### src/rtl/pixel_writer_pkg.sv
// Shared screen geometry, pixel format and FSM encoding used by the line drawer,
// the pixel writer and the framebuffer controller.
package pixel_writer_pkg;

  localparam int DEF_H_RES = 640;
  localparam int DEF_V_RES = 480;
  localparam int COLOR_W   = 12;
  localparam int COORD_W   = 10;
  localparam int PIX_W     = COLOR_W + 2 * COORD_W;

  typedef enum logic {
    IDLE  = 1'b0,
    CLEAR = 1'b1
  } pw_state_e;

  typedef struct packed {
    logic [COLOR_W-1:0] color;
    logic [COORD_W-1:0] y;
    logic [COORD_W-1:0] x;
  } pixel_t;

  function automatic logic pixelOnScreen(input pixel_t p, input int hRes, input int vRes);
    return (int'(p.x) < hRes) && (int'(p.y) < vRes);
  endfunction

endpackage

### src/rtl/pixel_fifo.sv
// Small synchronous FIFO holding pixels between the line drawer and the output register.
// The head entry is visible on data_o whenever the FIFO is non-empty.
module pixel_fifo #(
  parameter int WIDTH = 32,
  parameter int DEPTH = 4
) (
  input  logic                       clk,
  input  logic                       rst,
  input  logic                       push_i,
  input  logic [WIDTH-1:0]           data_i,
  input  logic                       pop_i,
  output logic [WIDTH-1:0]           data_o,
  output logic                       full_o,
  output logic                       empty_o,
  output logic [$clog2(DEPTH):0]     count_o
);

  localparam int PTR_W = $clog2(DEPTH);

  logic [WIDTH-1:0] mem_q [DEPTH];
  logic [PTR_W-1:0] wrPtr_q, rdPtr_q;
  logic [PTR_W:0]   count_q;
  logic             doPush, doPop;

  assign doPush  = push_i && !full_o;
  assign doPop   = pop_i && !empty_o;
  assign full_o  = (count_q == (PTR_W+1)'(DEPTH));
  assign empty_o = (count_q == '0);
  assign count_o = count_q;
  assign data_o  = mem_q[rdPtr_q];

  always_ff @(posedge clk) begin
    if (rst) begin
      wrPtr_q <= '0;
      rdPtr_q <= '0;
      count_q <= '0;
    end else begin
      if (doPush) wrPtr_q <= wrPtr_q + 1'b1;
      if (doPop)  rdPtr_q <= rdPtr_q + 1'b1;
      case ({doPush, doPop})
        2'b10:   count_q <= count_q + 1'b1;
        2'b01:   count_q <= count_q - 1'b1;
        default: count_q <= count_q;
      endcase
    end
  end

  // Storage needs no reset; only the pointers define what is valid.
  always_ff @(posedge clk) begin
    if (doPush) mem_q[wrPtr_q] <= data_i;
  end

endmodule

### src/rtl/pixel_writer.sv
// Turns the line drawer's pixel stream into linear framebuffer writes, dropping
// off-screen pixels, and can fill the whole screen with one colour on request.
module pixel_writer
  import pixel_writer_pkg::*;
#(
  parameter int H_RES      = DEF_H_RES,
  parameter int V_RES      = DEF_V_RES,
  parameter int FIFO_DEPTH = 4,
  parameter int ADDR_W     = 19
) (
  input  logic                clk,
  input  logic                rst,
  input  logic [COORD_W-1:0]  pix_x,
  input  logic [COORD_W-1:0]  pix_y,
  input  logic [COLOR_W-1:0]  pix_color,
  input  logic                in_rts,
  output logic                in_rtr,
  input  logic [COLOR_W-1:0]  clear_color,
  input  logic                clear_rts,
  output logic                clear_rtr,
  output logic [ADDR_W-1:0]   fb_addr,
  output logic [COLOR_W-1:0]  fb_data,
  output logic                fb_rts,
  input  logic                fb_rtr,
  output logic                busy,
  output logic [15:0]         clip_count
);

  localparam int              CNT_W     = $clog2(FIFO_DEPTH) + 1;
  localparam logic [ADDR_W-1:0] LAST_ADDR = ADDR_W'(H_RES * V_RES - 1);

  pw_state_e           state_q, state_d;
  logic                fbRts_q, fbRts_d;
  logic [ADDR_W-1:0]   fbAddr_q, fbAddr_d;
  logic [COLOR_W-1:0]  fbData_q, fbData_d;
  logic [15:0]         clipCnt_q, clipCnt_d;

  pixel_t              inPix, head;
  logic                fifoPush, fifoPop, fifoFull, fifoEmpty;
  logic [CNT_W-1:0]    fifoCount;
  logic                clearFire, outFree, headOnScreen;
  logic [ADDR_W-1:0]   headAddr;

  assign inPix = '{color: pix_color, y: pix_y, x: pix_x};

  pixel_fifo #(
    .WIDTH (PIX_W),
    .DEPTH (FIFO_DEPTH)
  ) u_fifo (
    .clk     (clk),
    .rst     (rst),
    .push_i  (fifoPush),
    .data_i  (inPix),
    .pop_i   (fifoPop),
    .data_o  (head),
    .full_o  (fifoFull),
    .empty_o (fifoEmpty),
    .count_o (fifoCount)
  );

  // A clear request beats a simultaneous pixel, so the pixel is refused this cycle.
  assign clear_rtr    = (state_q == IDLE) && fifoEmpty && !fbRts_q;
  assign clearFire    = clear_rts && clear_rtr;
  assign in_rtr       = (state_q == IDLE) && !fifoFull && !clearFire;
  assign fifoPush     = in_rts && in_rtr;
  assign outFree      = !fbRts_q || fb_rtr;
  assign headOnScreen = pixelOnScreen(head, H_RES, V_RES);
  assign headAddr     = ADDR_W'(head.y) * ADDR_W'(H_RES) + ADDR_W'(head.x);

  always_comb begin
    state_d   = state_q;
    fbRts_d   = fbRts_q;
    fbAddr_d  = fbAddr_q;
    fbData_d  = fbData_q;
    clipCnt_d = clipCnt_q;
    fifoPop   = 1'b0;
    case (state_q)
      IDLE: begin
        if (clearFire) begin
          state_d  = CLEAR;
          fbRts_d  = 1'b1;
          fbAddr_d = '0;
          fbData_d = clear_color;
        end else if (outFree) begin
          fbRts_d = 1'b0;
          if (!fifoEmpty) begin
            fifoPop = 1'b1;
            if (headOnScreen) begin
              fbRts_d  = 1'b1;
              fbAddr_d = headAddr;
              fbData_d = head.color;
            end else if (clipCnt_q != 16'hFFFF) begin
              clipCnt_d = clipCnt_q + 16'd1;
            end
          end
        end
      end
      CLEAR: begin
        // fbAddr_q doubles as the fill counter; fbData_q holds the latched colour.
        if (fb_rtr) begin
          if (fbAddr_q == LAST_ADDR) begin
            state_d = IDLE;
            fbRts_d = 1'b0;
          end else begin
            fbAddr_d = fbAddr_q + 1'b1;
          end
        end
      end
      default: state_d = IDLE;
    endcase
  end

  always_ff @(posedge clk) begin
    if (rst) begin
      state_q   <= IDLE;
      fbRts_q   <= 1'b0;
      fbAddr_q  <= '0;
      fbData_q  <= '0;
      clipCnt_q <= '0;
    end else begin
      state_q   <= state_d;
      fbRts_q   <= fbRts_d;
      fbAddr_q  <= fbAddr_d;
      fbData_q  <= fbData_d;
      clipCnt_q <= clipCnt_d;
    end
  end

  assign fb_rts     = fbRts_q;
  assign fb_addr    = fbAddr_q;
  assign fb_data    = fbData_q;
  assign clip_count = clipCnt_q;
  assign busy       = (fifoCount != '0) || fbRts_q || (state_q == CLEAR);

endmodule
### config.mk
export PLATFORM = sky130hd
export DESIGN_NAME = pixel_writer
export DESIGN_NICKNAME = d
export VERILOG_FILES = /design/src/rtl/pixel_writer_pkg.sv /design/src/rtl/pixel_fifo.sv /design/src/rtl/pixel_writer.sv
export SDC_FILE = /design/constraint.sdc
export NUM_CORES = 1
export LEC_CHECK = 0
export BUFFER_PORTS_ARGS = -buffer_cell sky130_fd_sc_hd__buf_2
export CELL_PAD_IN_SITES_DETAIL_PLACEMENT = 1
export CELL_PAD_IN_SITES_GLOBAL_PLACEMENT = 2
export CORE_MARGIN = 2
export CORE_UTILIZATION = 45
export CTS_BUF_LIST = sky130_fd_sc_hd__clkbuf_4 sky130_fd_sc_hd__clkbuf_8
export DETAILED_ROUTE_END_ITERATION = 10
export PLACE_DENSITY = 0.95
export SLEW_MARGIN = 20
export SYNTH_ARGS = -nofsm -noshare
export SYNTH_HDL_FRONTEND = slang
export SYNTH_SLANG_ARGS = --single-unit
### constraint.sdc
create_clock -name clk -period 9.6 [get_ports clk]
set_input_delay 0.48 -clock clk [delete_from_list [all_inputs] [get_ports clk]]
set_output_delay 0.48 -clock clk [all_outputs]
set_load 0.005 [all_outputs]
Word-level counts from Yosys, hierarchy flattened:

Memory sizes are Yosys's and may differ from the RTL's. A register that Yosys moved wholly into a read port is not among the register bits.
Index checks and enable logic that the tools add are counted.

* $add $sub $neg: 7
* multipliers: 1
* divide/modulo/power cells: 0
* order comparisons: 2
* equality and inequality tests: 12
* shifts and indexed selects: 0
* mux-type cells: 31
* bitwise gates (word level): 4
* reduce and logical (&&, ||, !) cells: 25

Operators with widths (number)
* $mux 19: 6
* $mux 12: 4
* $pmux 19 s2: 1
* $add 19x1->19 const B: 1
* $add 19x10->19: 1
* $eq 19x19->1 const B: 1
* $add 16x1->16 const B: 1
* $ne 16x16->1 const B: 1
* $mux 1: 15
* $mul 10x3->12 const B: 1
* $lt 10x10->1 const B: 1
* $lt 10x9->1 const B: 1
* $logic_and 1x1->1: 9
* $ne 3x3->1 const B: 3
* $pmux 3 s2: 1
* $reduce_and 6->1: 1
* $reduce_bool 2->1: 3
* $reduce_and 5->1: 1
* $add 2x1->2 const B: 2
* $logic_not 1->1: 4
* $mux 2: 2
* $ne 2x1->1 const B: 2
* $ne 2x2->1 const B: 2
* $not 1->1: 4
* 11 further kinds: 14

* bits in registers: 56
* latch bits: 0
* RAM bits: 128
* memory bits (read-only): 0
* input port bits: 49
* output and inout port bits: 51
* logic and storage cells: 91
* memories: 1

Memories
* u_fifo.mem_q: depth 4, bits a word 32, rd ports 1, clocked after memory_dff 1, wr ports 1, RTL line pixel_fifo.sv:20 `logic [WIDTH-1:0] mem_q [DEPTH];`

Longest topological paths before layout:

* depth after elaboration: 10
* gate-level depth with buffers: 14
* gate-level depth less buffers: 12

Cells and area by module:

From an unflattened synthesis, not the netlist that was laid out.

* cell total of the unflattened synthesis: 677
* area total of the unflattened synthesis: 8724.6 um^2

Modules (own cells, without submodules)
* pixel_fifo: times used 1, cells an instance 221, area an instance 5143.7 um^2, sequential area each 4023.9 um^2
* pixel_writer: times used 1, cells an instance 456, area an instance 3580.9 um^2, sequential area each 980.9 um^2

Worst setup path before layout:

OpenSTA, ideal clock, no wires.

* path type: reg-to-reg
* start point: reg with a tool-made name
* end point: reg fbAddr_q[18], in the netlist fb_addr[18]
* library setup time: 0.134 ns
* arrival: 3.835 ns
* required time: 9.466 ns
* setup slack: 5.631 ns
* cell stages (with the launch flop): 15
* buffers on the path: 3
* clock period less this slack: 3.969 ns
* cell sequence: dfxtp_1 buf_6 buf_6 buf_2 mux4_2 ha_1 ha_1 fa_1 xor2_1 o2111ai_1 nor4_2 nand3b_1 nor3b_1 mux2i_1 a21oi_1

RTL lines
* to (signal assigned): RTL line pixel_writer.sv:123 `fbAddr_q <= fbAddr_d;`
* to (decl): RTL line pixel_writer.sv:34 `logic [ADDR_W-1:0] fbAddr_q, fbAddr_d;`

==> metrics <==
EDFF count, synth=~130; Max Slew Vio Count=0; synthesized area=8450 um^2; # DRC=0; I/O Pins=100; mux cell area share after synthesis=10.2%; clock-pin slew on the worst setup and hold paths=~0.11 ns; max cap viols=0; RR Endpoint=fb_addr[18]; row count=50; die width=between 100 and 150 um; Via density=5.74; Die ar.=19900 um^2; routed vias=approximately 5600; number of diodes=0; CP Max Fanout=32; sequential share of the synthesized area=59.2%; Synth Flop Type=edfxtp_1; CP Data Arrival Time=between 4 and 5 ns; P_int=about 1.9 mW; f_max=roughly 230 MHz; Synth Area in Compound Gates=under 10%; Synth async-reset ratio=0%; total power=3.36 mW; Critical Path RT=roughly 9.9 ns; Hold Crit Start=pix_color[10]; Peak VDD IR=approximately 0.13 mV; antenna viol nets, final=0; Layout Nets=about 820; Hold Crit Class=in -> reg; Clock Path Buffers=2; post_cts resized=0; most common cell after layout, fill and taps aside=edfxtp_1; synth-to-layout area growth=13.0%; Placer Congestion=approximately 0.79; setup tns final=0 ns; first-pass GRT wire length=32700 um; Worst-Margin Slew=~0.67 ns; die height=141 um; Hold Path Sink=u_fifo.mem_q[3][30]; DR WL/cell=20.9 um; FF-to-FF setup slack=roughly 5.2 ns; initial antenna violation count=1; Mean Syn Cell Area=roughly 13 um^2; Hold Fails Final Rpt=0; total wire length=a little over 20000 um; Starting DRT DRC Count=~250; reg2reg path depth=12; flops & latches, synth=about 190; Setup Crit Path Kind=reg -> reg; Final setup viols=0; layout cells sized above 1=25.7%; period utilisation layout=45.6%; clock sink count=between 150 and 200; largest family of logic cells by synthesized area=simple AND/OR/NAND/NOR gates; CP Launch Type=flip-flop; Synth Warn #=0; clk root buf=clkbuf_8; vias in the first global route=around 6100; Post-CTS Setup Bufs=0; pwr dens=352 nW/um^2; CTS tree=built; Post-Place Cells=between 900 and 1000; Comb pwr share=between 50% and 60%; CTS Hold Bufs=0; Total GRT Usage=about a fifth; htree depth=4; Slew HR=55.3%; syn nets=between 700 and 800; status=finished clean; clock power share=roughly 15%; most frequent cells in the layout=edfxtp_1, buf_2, nor2_1; clock latency on the worst-skew pair=between 0.4 and 0.5 ns; total gr overflow=0; largest net degree at the start of global routing=59; IO Port Bufs=99; initial core utilization=between 40 and 50%; drt pass-1 iters=4; Simple-Gate Fraction of Synth Area=between 10% and 20%; Synth cell types=62; crit end category=flip-flop; leakage=3.48 nW; Synth Area in XOR/XNOR=roughly 3.4%; Synth Instances=637; skew final=~0.018 ns; CORE AREA=18600 um^2; Seq pwr share=between 30% and 40%; Sw Ratio=around 42%; non-filler cells, final=between 900 and 1000; HPWL Detailed=about 14000 um; shortest period the worst path allows=4.38 ns; net switching power=around 1.4 mW; Hold Path Depth=1; adder-cell share of the synthesized area=roughly 4.6%; unrepaired setup endpoints after global routing=false; TritonCTS Buffers=17
## Yosys cell counts, types with 3 or more instances
master,n,share of area [%]
nand4_1,13,0.96
and2_1,3,0.22
o31ai_1,5,0.44
dfxtp_1,58,14
o2111ai_1,3,0.31
nor3b_1,3,0.27
nor4_1,3,0.22
a21oi_1,20,1.2
a31oi_1,5,0.37
a22oi_1,9,0.80
buf_1,3,0.13
inv_1,13,0.58
buf_2,4,0.24
and3_1,11,0.81
nor2_1,58,2.6
fa_1,3,0.71
mux4_2,32,8.5
xnor2_1,20,2.1
ha_1,26,3.8
nand3_1,18,1.1
nor3_1,17,1.0
a21o_1,3,0.27
a211oi_1,15,1.3
buf_6,4,0.53
nand3b_1,5,0.44
nand2_1,53,2.4
o21ai_0,13,0.77
clkbuf_1,14,0.62
and4_1,5,0.52
edfxtp_1,128,45
o21ai_2,4,0.41
xor2_1,13,1.3
mux2i_1,13,1.5
or3_1,3,0.22
## power groups by stage
stage | combinational [mW] | clock (mW) | sequential (mW)
finish | 1.74 | 0.507 | 1.11
global route | 1.93 | 0.550 | 1.13
CTS | 1.75 | 0.522 | 1.11
detailed placement | 1.73 | 0 | 1.13
global placement | 1.66 | 0 | 1.11
floorplan | 1.31 | 0 | 1.11
## kinds of logic after synthesis
kind of cell | count (synthesis)
buf+inv | 42
flops | 186
compound gates | 96
mux | 46
fa+ha+maj | 29
xor+xnor | 33
simple gates | 205
## sequential cells by signal, summed over array words and instances (netlist names), named ones only
name	flops
clip_count	16
fb_addr	19
fb_data	12
fb_rts	1
state_q	1
u_fifo.count_o	3
u_fifo.mem_q	128
u_fifo.rdPtr_q	2
u_fifo.wrPtr_q	2
## metrics by stage
stage | setup WS [ns] | hold slack, ns | cell area (um^2) | utilization, %
floorplan | 5.63 | 0.469 | 8450 | -
global placement | 5.39 | 0.482 | 9160 | 49.3
detailed placement | 5.23 | 0.507 | 9160 | 49.3
CTS | 5.21 | 0.190 | 9550 | 51.4
global route | 4.87 | 0.189 | 9550 | 51.4
finish | 5.22 | 0.219 | 9550 | 51.4
## metal layers
metal / global-route usage [%] / share of wire [%] / vias up
met5: 0 / 0.063 / -
met4: 5.63 / 1.2 / 2
met3: 5.71 / 5.8 / 27
met2: 37.6 / 52 / 154
met1: 26.2 / 41 / 2833
li1: - / - / 2630
## critical path, stage by stage (launching register included)
cell and delay [ns]:
dfxtp_2 0.32, buf_4 0.52, mux4_2 0.62, ha_1 0.32, ha_1 0.24, fa_1 0.44, xor2_1 0.32, o2111ai_1 0.22
nor4_2 0.44, nand3b_1 0.18, nor3b_1 0.29, mux2i_1 0.22, a21oi_1 0.08
## layout make-up
| cell class | instances | area, um^2 |
|---|---|---|
| clock buffer | 18 | 241 |
| sequential | 186 | 5010 |
| multi-input combinational | 409 | 3230 |
| timing repair buffer | 109 | 571 |
| clock inverter | 14 | 149 |
| tap | 234 | 293 |
| inverter | 14 | 52.6 |
| fill | 1908 | 9030 |
## worst max path at each step
stage,start,cells past startpoint,to
2_1_floorplan,flip-flop,14,fb_addr[18]
3_5_place_dp,flip-flop,12,fb_addr[18]
6_report,flip-flop,12,fb_addr[18]
4_1_cts,flip-flop,12,fb_addr[18]
3_3_place_gp,flip-flop,12,fb_addr[18]
5_1_grt,flip-flop,12,fb_addr[18]
Note: power is estimated with default switching activity, not from simulation.
